==> src/rtl/des_decrypt_iter.sv <==
// Iterative single-DES decryption core, one Feistel round per clock (K16 first).
// Latency: accept edge T -> out_valid visible in cycle T+16; at most one block per 18 cycles.
// Backpressure: in_ready only in IDLE; result held in DONE until out_ready, stalls indefinitely.
module des_decrypt_iter (
  input  logic        clk,
  input  logic        rst_n,
  input  logic        in_valid,
  output logic        in_ready,
  input  logic [63:0] cipherText,
  input  logic [63:0] key,
  output logic        out_valid,
  input  logic        out_ready,
  output logic [63:0] plainText,
  output logic        busy
);

  // Tables list source bit positions, DES numbering (bit 1 = MSB of the vector).
  localparam int IP_T [64] = '{
    58, 50, 42, 34, 26, 18, 10,  2,  60, 52, 44, 36, 28, 20, 12,  4,
    62, 54, 46, 38, 30, 22, 14,  6,  64, 56, 48, 40, 32, 24, 16,  8,
    57, 49, 41, 33, 25, 17,  9,  1,  59, 51, 43, 35, 27, 19, 11,  3,
    61, 53, 45, 37, 29, 21, 13,  5,  63, 55, 47, 39, 31, 23, 15,  7
  };

  localparam int FP_T [64] = '{
    40,  8, 48, 16, 56, 24, 64, 32,  39,  7, 47, 15, 55, 23, 63, 31,
    38,  6, 46, 14, 54, 22, 62, 30,  37,  5, 45, 13, 53, 21, 61, 29,
    36,  4, 44, 12, 52, 20, 60, 28,  35,  3, 43, 11, 51, 19, 59, 27,
    34,  2, 42, 10, 50, 18, 58, 26,  33,  1, 41,  9, 49, 17, 57, 25
  };

  localparam int E_T [48] = '{
    32,  1,  2,  3,  4,  5,   4,  5,  6,  7,  8,  9,
     8,  9, 10, 11, 12, 13,  12, 13, 14, 15, 16, 17,
    16, 17, 18, 19, 20, 21,  20, 21, 22, 23, 24, 25,
    24, 25, 26, 27, 28, 29,  28, 29, 30, 31, 32,  1
  };

  localparam int P_T [32] = '{
    16,  7, 20, 21, 29, 12, 28, 17,   1, 15, 23, 26,  5, 18, 31, 10,
     2,  8, 24, 14, 32, 27,  3,  9,  19, 13, 30,  6, 22, 11,  4, 25
  };

  // Parity bits (8,16,...,64) never appear here, so they are dropped.
  localparam int PC1_T [56] = '{
    57, 49, 41, 33, 25, 17,  9,   1, 58, 50, 42, 34, 26, 18,
    10,  2, 59, 51, 43, 35, 27,  19, 11,  3, 60, 52, 44, 36,
    63, 55, 47, 39, 31, 23, 15,   7, 62, 54, 46, 38, 30, 22,
    14,  6, 61, 53, 45, 37, 29,  21, 13,  5, 28, 20, 12,  4
  };

  localparam int PC2_T [48] = '{
    14, 17, 11, 24,  1,  5,   3, 28, 15,  6, 21, 10,
    23, 19, 12,  4, 26,  8,  16,  7, 27, 20, 13,  2,
    41, 52, 31, 37, 47, 55,  30, 40, 51, 45, 33, 48,
    44, 49, 39, 56, 34, 53,  46, 42, 50, 36, 29, 32
  };

  // Each S-box is 64 nibbles, row-major (row*16+col), entry 0 in the top nibble.
  localparam logic [255:0] SBOX [8] = '{
    256'hE4D12FB83A6C5907_0F74E2D1A6CB9538_41E8D62BFC973A50_FC8249175B3EA06D,
    256'hF18E6B34972DC05A_3D47F28EC01A69B5_0E7BA4D158C6932F_D8A13F42B67C05E9,
    256'hA09E63F51DC7B428_D709346A285ECBF1_D6498F30B12C5AE7_1AD069874FE3B52C,
    256'h7DE3069A1285BC4F_D8B56F03472C1AE9_A690CB7DF13E5284_3F06A1D8945BC72E,
    256'h2C417AB6853FD0E9_EB2C47D150FA3986_421BAD78F9C5630E_B8C71E2D6F09A453,
    256'hC1AF92680D34E75B_AF427C9561DE0B38_9EF528C3704A1DB6_432C95FABE17608D,
    256'h4B2EF08D3C975A61_D0B7491AE35C2F86_14BDC37EAF680592_6BD814A7950FE23C,
    256'hD2846FB1A93E50C7_1FD8A374C56B0E92_7B419CE206ADF358_21E74A8DFC90356B
  };

  function automatic logic [63:0] perm_ip(input logic [63:0] x);
    logic [63:0] o;
    o = '0;
    for (int i = 0; i < 64; i++) o = {o[62:0], x[6'(64 - IP_T[i])]};
    return o;
  endfunction

  function automatic logic [63:0] perm_fp(input logic [63:0] x);
    logic [63:0] o;
    o = '0;
    for (int i = 0; i < 64; i++) o = {o[62:0], x[6'(64 - FP_T[i])]};
    return o;
  endfunction

  function automatic logic [47:0] perm_e(input logic [31:0] x);
    logic [47:0] o;
    o = '0;
    for (int i = 0; i < 48; i++) o = {o[46:0], x[5'(32 - E_T[i])]};
    return o;
  endfunction

  function automatic logic [31:0] perm_p(input logic [31:0] x);
    logic [31:0] o;
    o = '0;
    for (int i = 0; i < 32; i++) o = {o[30:0], x[5'(32 - P_T[i])]};
    return o;
  endfunction

  function automatic logic [55:0] perm_pc1(input logic [63:0] x);
    logic [55:0] o;
    o = '0;
    for (int i = 0; i < 56; i++) o = {o[54:0], x[6'(64 - PC1_T[i])]};
    return o;
  endfunction

  function automatic logic [47:0] perm_pc2(input logic [55:0] x);
    logic [47:0] o;
    o = '0;
    for (int i = 0; i < 48; i++) o = {o[46:0], x[6'(56 - PC2_T[i])]};
    return o;
  endfunction

  // Six input bits b1..b6 per box: row = {b1,b6}, column = b2..b5.
  function automatic logic [31:0] sbox_sub(input logic [47:0] x);
    logic [31:0]  o;
    logic [5:0]   six;
    logic [5:0]   idx;
    logic [255:0] tmp;
    o = '0;
    for (int b = 0; b < 8; b++) begin
      six = 6'(x >> (42 - 6 * b));
      idx = {six[5], six[0], six[4:1]};
      tmp = SBOX[b] >> (4 * (63 - int'(idx)));
      o   = {o[27:0], tmp[3:0]};
    end
    return o;
  endfunction

  typedef enum logic [1:0] {IDLE, ROUND, DONE} state_t;

  state_t      state;
  state_t      state_nxt;
  logic [3:0]  rnd;
  logic [31:0] l;
  logic [31:0] r;
  logic [27:0] c;
  logic [27:0] d;
  logic [27:0] c_rot;
  logic [27:0] d_rot;
  logic [47:0] subkey;
  logic [31:0] f_out;
  logic [31:0] l_nxt;
  logic [31:0] r_nxt;

  assign in_ready  = (state == IDLE);
  assign out_valid = (state == DONE);
  assign busy      = (state != IDLE);

  // State register.
  always_ff @(posedge clk or negedge rst_n) begin
    if (!rst_n) state <= IDLE;
    else        state <= state_nxt;
  end

  // Next-state: accept in IDLE, 16 rounds, hold DONE until the consumer takes it.
  always_comb begin
    state_nxt = state;
    case (state)
      IDLE:    if (in_valid)      state_nxt = ROUND;
      ROUND:   if (rnd == 4'd15)  state_nxt = DONE;
      DONE:    if (out_ready)     state_nxt = IDLE;
      default:                    state_nxt = IDLE;
    endcase
  end

  // Key schedule in reverse: right rotations walk C/D from C16/D16 back to C1/D1.
  always_comb begin
    c_rot = c;
    d_rot = d;
    if (rnd == 4'd1 || rnd == 4'd8 || rnd == 4'd15) begin
      c_rot = {c[0], c[27:1]};
      d_rot = {d[0], d[27:1]};
    end else if (rnd != 4'd0) begin
      c_rot = {c[1:0], c[27:2]};
      d_rot = {d[1:0], d[27:2]};
    end
  end

  assign subkey = perm_pc2({c_rot, d_rot});
  assign f_out  = perm_p(sbox_sub(perm_e(r) ^ subkey));
  assign l_nxt  = r;
  assign r_nxt  = l ^ f_out;

  // Datapath: load on accept, one round per ROUND cycle, capture result on the last round.
  always_ff @(posedge clk or negedge rst_n) begin
    if (!rst_n) begin
      l         <= '0;
      r         <= '0;
      c         <= '0;
      d         <= '0;
      rnd       <= '0;
      plainText <= '0;
    end else begin
      case (state)
        IDLE: begin
          if (in_valid) begin
            {l, r} <= perm_ip(cipherText);
            {c, d} <= perm_pc1(key);
            rnd    <= '0;
          end
        end
        ROUND: begin
          l <= l_nxt;
          r <= r_nxt;
          c <= c_rot;
          d <= d_rot;
          if (rnd == 4'd15) plainText <= perm_fp({r_nxt, l_nxt});
          else              rnd       <= rnd + 4'd1;
        end
        default: ;
      endcase
    end
  end

endmodule

==> config.mk <==
export PLATFORM = sky130hd
export DESIGN_NAME = des_decrypt_iter
export DESIGN_NICKNAME = d
export VERILOG_FILES = /design/src/rtl/des_decrypt_iter.sv
export SDC_FILE = /design/constraint.sdc
export NUM_CORES = 1
export LEC_CHECK = 0
export ABC_CLOCK_PERIOD_IN_PS = 5050
export CORE_UTILIZATION = 51
export DETAILED_ROUTE_END_ITERATION = 7
export GPL_ROUTABILITY_DRIVEN = 0
export PLACE_DENSITY_LB_ADDON = 0.1
export SLEW_MARGIN = 20
export SYNTH_ARGS = -nofsm -noshare
export SYNTH_HDL_FRONTEND = slang
export SYNTH_SLANG_ARGS = --single-unit
==> constraint.sdc <==
create_clock -name clk -period 5.05 [get_ports clk]
set_clock_uncertainty 0.2 [all_clocks]
set_input_delay 1.2625 -clock clk [delete_from_list [all_inputs] [get_ports clk]]
set_output_delay 1.2625 -clock clk [all_outputs]
set_load 0.05 [all_outputs]
; ---- After elaboration in Yosys (flattened, before gate mapping)
; Cells that the tools add are included.
[totals]
regBits = 130
inputBits = 132
out_inout_bits = 67
elab_cells = 54
[classes]
n_addsub = 5
eq_ne = 10
n_shift = 4
n_mux = 15
n_bitwise = 2
n_reduce_logical = 11
[ops]
columns = operator, n
row1 = $shr A256 B32 Y4 const A, 2
row2 = $shr A255 B32 Y4 const A, 1
row3 = $shr A254 B32 Y4 const A, 1
row4 = $pmux W32 S2, 2
row5 = $mux W28, 3
row6 = $mux W32, 2
row7 = $pmux W28 S2, 1
row8 = $xor A32 B32 Y32, 1
row9 = $sub A6 B6 Y7 const A, 4
row10 = $xor A24 B24 Y24, 1
row11 = $reduce_and A3 Y1, 3
row12 = $eq A4 B4 Y1 const B, 2
row13 = $mux W4, 2
row14 = $pmux W4 S2, 1
row15 = $mux W2, 3
row16 = $ne A2 B2 Y1 const B, 3
row17 = $pmux W2 S3, 1
row18 = $add A4 B1 Y4 const B, 1
row19 = $eq A4 B1 Y1 const B, 1
row20 = $reduce_and A2 Y1, 2
row21 = $reduce_bool A2 Y1, 2
row22 = $reduce_bool A4 Y1, 1
row23 = $ne A3 B3 Y1 const B, 1
row24 = $eq A2 B1 Y1 const B, 1
row25 = other kinds (4), 5

; ---- Depth between registers and ports, before layout
[logic_depth]
word_depth = 9
depth_mapped = 17
ltp_nobuf = 15

; ---- Worst setup path after synthesis
; Ideal clock, no wire load.
[synth_path]
path_type = register to register
from = register rnd[0]
to = register r[10] (netlist: l_nxt[10])
setup_ps = 122
t_arrival_ps = 3673
t_required_ps = 4728
slack_ps = 1055
path_stages_with_launch = 18
n_path_buf = 3
synth_period_minus_slack_ps = 3995
cell_sequence = dfrtp_1 > inv_1 > ha_1 > nor3b_4 > buf_6 > buf_6 > mux2_2 > mux2i_1 > xnor2_2 > ha_1 > buf_1 > inv_1 > o211ai_1 > o31ai_1 > a2111oi_0 > a21oi_1 > mux2i_1 > nand2_1
[synth_via]
elab_chain_len = 9
elab_cells_between_ends = 13
classes_between = add/sub (1) / eq/ne (3) / shift (1) / mux (3) / bitwise (2) / reduce/logical (3)
[synth_rtl]
columns = item, line_no
row1 = from (decl), 133  ; logic [3:0] rnd;
row2 = from (signal assigned), 208  ; else rnd <= rnd + 4'd1;
row3 = $eq A4 B1 Y1 / $eq A4 B4 Y1 (equally long branches), 170  ; if (rnd == 4'd1 || rnd == 4'd8 || rnd == 4'd15) begin
row4 = $logic_or A1 B1 Y1 (2 in series), 170
row5 = $mux W28 (*), 170
row6 = $xor A24 B24 Y24 (*), 180  ; assign f_out = perm_p(sbox_sub(perm_e(r) ^ subkey));
row7 = $sub A6 B6 Y7 (*), 123  ; tmp = SBOX[b] >> (4 * (63 - int'(idx)));
row8 = $shr A255 B32 Y4 (*), 123
row9 = $xor A32 B32 Y32 (*), 182  ; assign r_nxt = l ^ f_out;
row10 = $pmux W32 S2 (*), 194  ; case (state)
row11 = to (signal assigned), 197  ; {l, r} <= perm_ip(cipherText);
row12 = to (signal assigned), 204  ; r <= r_nxt;
row13 = to (decl), 135  ; logic [31:0] r;
; Mark *: on every way between the ends. The rest lies on a longest branch, timed or not. The select of a mux whose other input is x is not followed.
; A chain may end at the register's enable or synchronous reset.

; ---- Final worst setup path
[layout_path]
from = register rnd[2]
to = register r[3] (netlist: l_nxt[3])
[layout_via]
elab_chain_len = 9
elab_cells_between_ends = 13
classes_between = add/sub (1) / eq/ne (3) / shift (1) / mux (3) / bitwise (2) / reduce/logical (3)
[layout_rtl]
columns = item, line_no
row1 = $eq A4 B1 Y1 / $eq A4 B4 Y1 (equally long branches), 170
row2 = $logic_or A1 B1 Y1 (2 in series), 170
row3 = $mux W28 (*), 170
row4 = $xor A24 B24 Y24 (*), 180
row5 = $sub A6 B6 Y7 (*), 123
row6 = $shr A256 B32 Y4 (*), 123
row7 = $xor A32 B32 Y32 (*), 182
row8 = $pmux W32 S2 (*), 194
; Marked as above.

==> metrics <==
die area 15900 um^2; vias in the first global route 6373; first-pass GRT wire length 33.7 mm; initial antenna violation count 0; DRC 0; top cell type's share of synthesized area between 30% and 40%; postcts setup bufs 0; Die X between 100 and 150 um; fill count 1295; CP Class reg -> reg; post-route minimum period roughly 4700 ps; IO Pins slightly below 200; Max Freq 215 MHz; CP max stage delay 680 ps; synth unique cells between 80 and 90; Clk pin slew, worst setup/hold paths about 70 ps; # diodes 0; DIE HEIGHT roughly 130 um; cts bufs inserted 9; worst-path fanout max 13; clock buffer depth 2; nature of the critical path startpoint flip-flop; dominant cell type by area after synthesis dfrtp_1; final period utilization between 90% and 100%; Ys Warns 0; Slew Viols, Final 0; PostCTS Resize Cnt 0; max-cap violations 0; worst path cell trace mux2_2 -> a21oi_4 -> buf_4 -> mux2_2 -> ha_1 -> nor3_1 -> o311ai_1 -> o2111ai_1 -> o221ai_1 -> xnor2_1 -> o22ai_1; final WL roughly 21 mm; largest net degree at the start of global routing 80; Hold/Removal Path Class reg -> reg; RSZ-0062 raised after global routing no; list of most frequent post-synthesis cells 100 x dfrtp_1, 83 x nand2_1, 57 x mux2_2, 51 x o21ai_0, 47 x a21oi_1; number of hold buffers added after CTS 0; top cells by area, synth dfrtp_1 32%, mux2_2 8.2%, ha_1 5.1%; Iter 0 DRT Violations ~590; vias per std cell between 6 and 7; Hold Vio Cnt, Final 0; share of cells above drive strength 1 14.9%; CP Data Required Time roughly 5000 ps; gr usage total between 20% and 30%; most common cell in the netlist dfrtp_1; clk sink count 100; final setup TNS 0 ps; Layout area overhead 11.7%; grt ovf 0; Setup violations, final 0; H-tree Lvls 3; Site Rows 44; status finished clean; Async SR Flop Fraction 100%; Avg Cell Area, Syn about 9.4 um^2; Worst EP arrival around 4700 ps; via count around 6700; CORE AREA around 15000 um^2; Slew HR slightly below 30%; PortBufs 66; Critical Path Sink Type flip-flop; Worst-Margin Slew around 1000 ps; Clk Tree Root Cell clkbuf_16; Pre-antenna DRT Iters 5; #FFs+latches synth 100; most frequent cell on the critical path mux2_2; hpwl dp approximately 15 mm; Post-Syn Instances roughly 840; ys flop type dfrtp_1; Mapped Area 7830 um^2; slowest CP cell dfrtp_1; Seq/Total Area, Yosys between 30% and 40%; antenna viol nets, final 0; Nets between 1000 and 1500; CTS tree done; DR WL/cell 19.6 um; Post-synth EDFFs 0; Hold Slack 299 ps; initial core utilization a little over half; Worst-Skew Late Latency roughly 360 ps
==> sequential cells by signal, summed over array words and instances (netlist names) <==
name,cells
rnd,4
l_nxt,25
plainText,25
l,16
d,28
state,2
==> cell families after synthesis <==
logic type | Yosys count | synth area share [%]
multiplexers | 94 | 13.8
adder cells (fa/ha/maj) | 33 | 5.24
buffers and inverters | 114 | 8.31
AND/OR/NAND/NOR | 197 | 12.1
flip-flops | 100 | 31.9
other | 1 | 0.0479
AO/OA/AOI/OAI | 259 | 23.2
XOR/XNOR | 37 | 5.34
==> path summary, 6_finish.rpt <==
kind / startpoint / end / slack [ps] / depth (start not counted)
min in group asynchronous: rst_n / l_nxt[21] / 750 / 1
max in group asynchronous: rst_n / d[4] / 3100 / 2
min reg2reg: l[3] / l[3] / 300 / 2
max: rnd[2] / l_nxt[3] / 400 / 11
min: l[3] / l[3] / 300 / 2
max reg2reg: rnd[2] / l_nxt[3] / 400 / 11
==> layer usage <==
metal | track usage [%] | share of wire [%]
met4 | 13.5 | 3.3
met5 | 0 | 0
met2 | 43.4 | 48
met3 | 3.99 | 5.7
met1 | 35.8 | 43
==> critical path, delay by kind of cell (launching register included) <==
| family | cells | cell delay (ps) |
|---|---|---|
| adders and majority gates | 1 | 430 |
| buffers and inverters | 1 | 290 |
| DFF | 1 | 680 |
| muxes | 2 | 1010 |
| xor gates and xnor gates | 1 | 240 |
| and+or+nand+nor | 1 | 500 |
| AOI/OAI and AO/OA | 5 | 1150 |
==> final cells by class <==
cell class | instances | area (um^2) | area share [%]
Multi-Input combinational cell | 659 | 4840 | 55.3
Timing Repair Buffer | 84 | 797 | 9.11
Clock inverter | 4 | 32.5 | 0.372
Tap cell | 184 | 230 | 2.63
Sequential cell | 100 | 2500 | 28.6
Clock buffer | 12 | 246 | 2.82
Inverter | 28 | 105 | 1.20
==> through the flow <==
| step | util, % | cell area, um^2 | cells | setup WS [ps] |
|---|---|---|---|---|
| 4_1_cts | 59.3 | 8750 | 1071 | 487 |
| 5_1_grt | 59.3 | 8750 | 1071 | 210 |
| 3_5_place_dp | 57.4 | 8470 | 1055 | 508 |
| 6_report | 59.3 | 8750 | 1071 | 396 |
| 2_1_floorplan | - | 7980 | 873 | 1060 |
| 3_3_place_gp | 57.4 | 8470 | 1055 | 657 |
==> placed cells by master (no fill, tap or decap), types with 4 or more instances in the layout <==
cell | netlist | final
clkdlybuf4s50_1 | 0 | 65
xnor2_1 | 16 | 16
mux2_2 | 57 | 57
ha_1 | 32 | 32
o31ai_1 | 6 | 6
xor2_1 | 10 | 10
or3_1 | 12 | 12
a211oi_1 | 18 | 18
mux4_2 | 4 | 4
nand2_1 | 83 | 83
o2111ai_1 | 5 | 5
a21oi_1 | 47 | 47
a22oi_1 | 5 | 5
conb_1 | 1 | 39
dfrtp_1 | 100 | 100
clkbuf_16 | 0 | 9
inv_1 | 25 | 25
nor2_2 | 2 | 4
and3_1 | 9 | 9
o21ai_1 | 5 | 5
o21ai_0 | 51 | 50
nor3_1 | 15 | 15
a22o_1 | 20 | 20
o221ai_1 | 8 | 8
mux2i_1 | 30 | 30
nor2_1 | 32 | 30
o211ai_1 | 14 | 14
xor2_2 | 5 | 5
a31oi_1 | 14 | 14
nand3_1 | 18 | 18
buf_4 | 41 | 18
nor2b_1 | 5 | 5
xnor2_2 | 5 | 5
a21o_1 | 9 | 9
o22ai_1 | 12 | 12
o22a_1 | 5 | 5
Power is not shown: default switching activity piles up to over one toggle a cycle in this logic, so the estimate is an artifact.
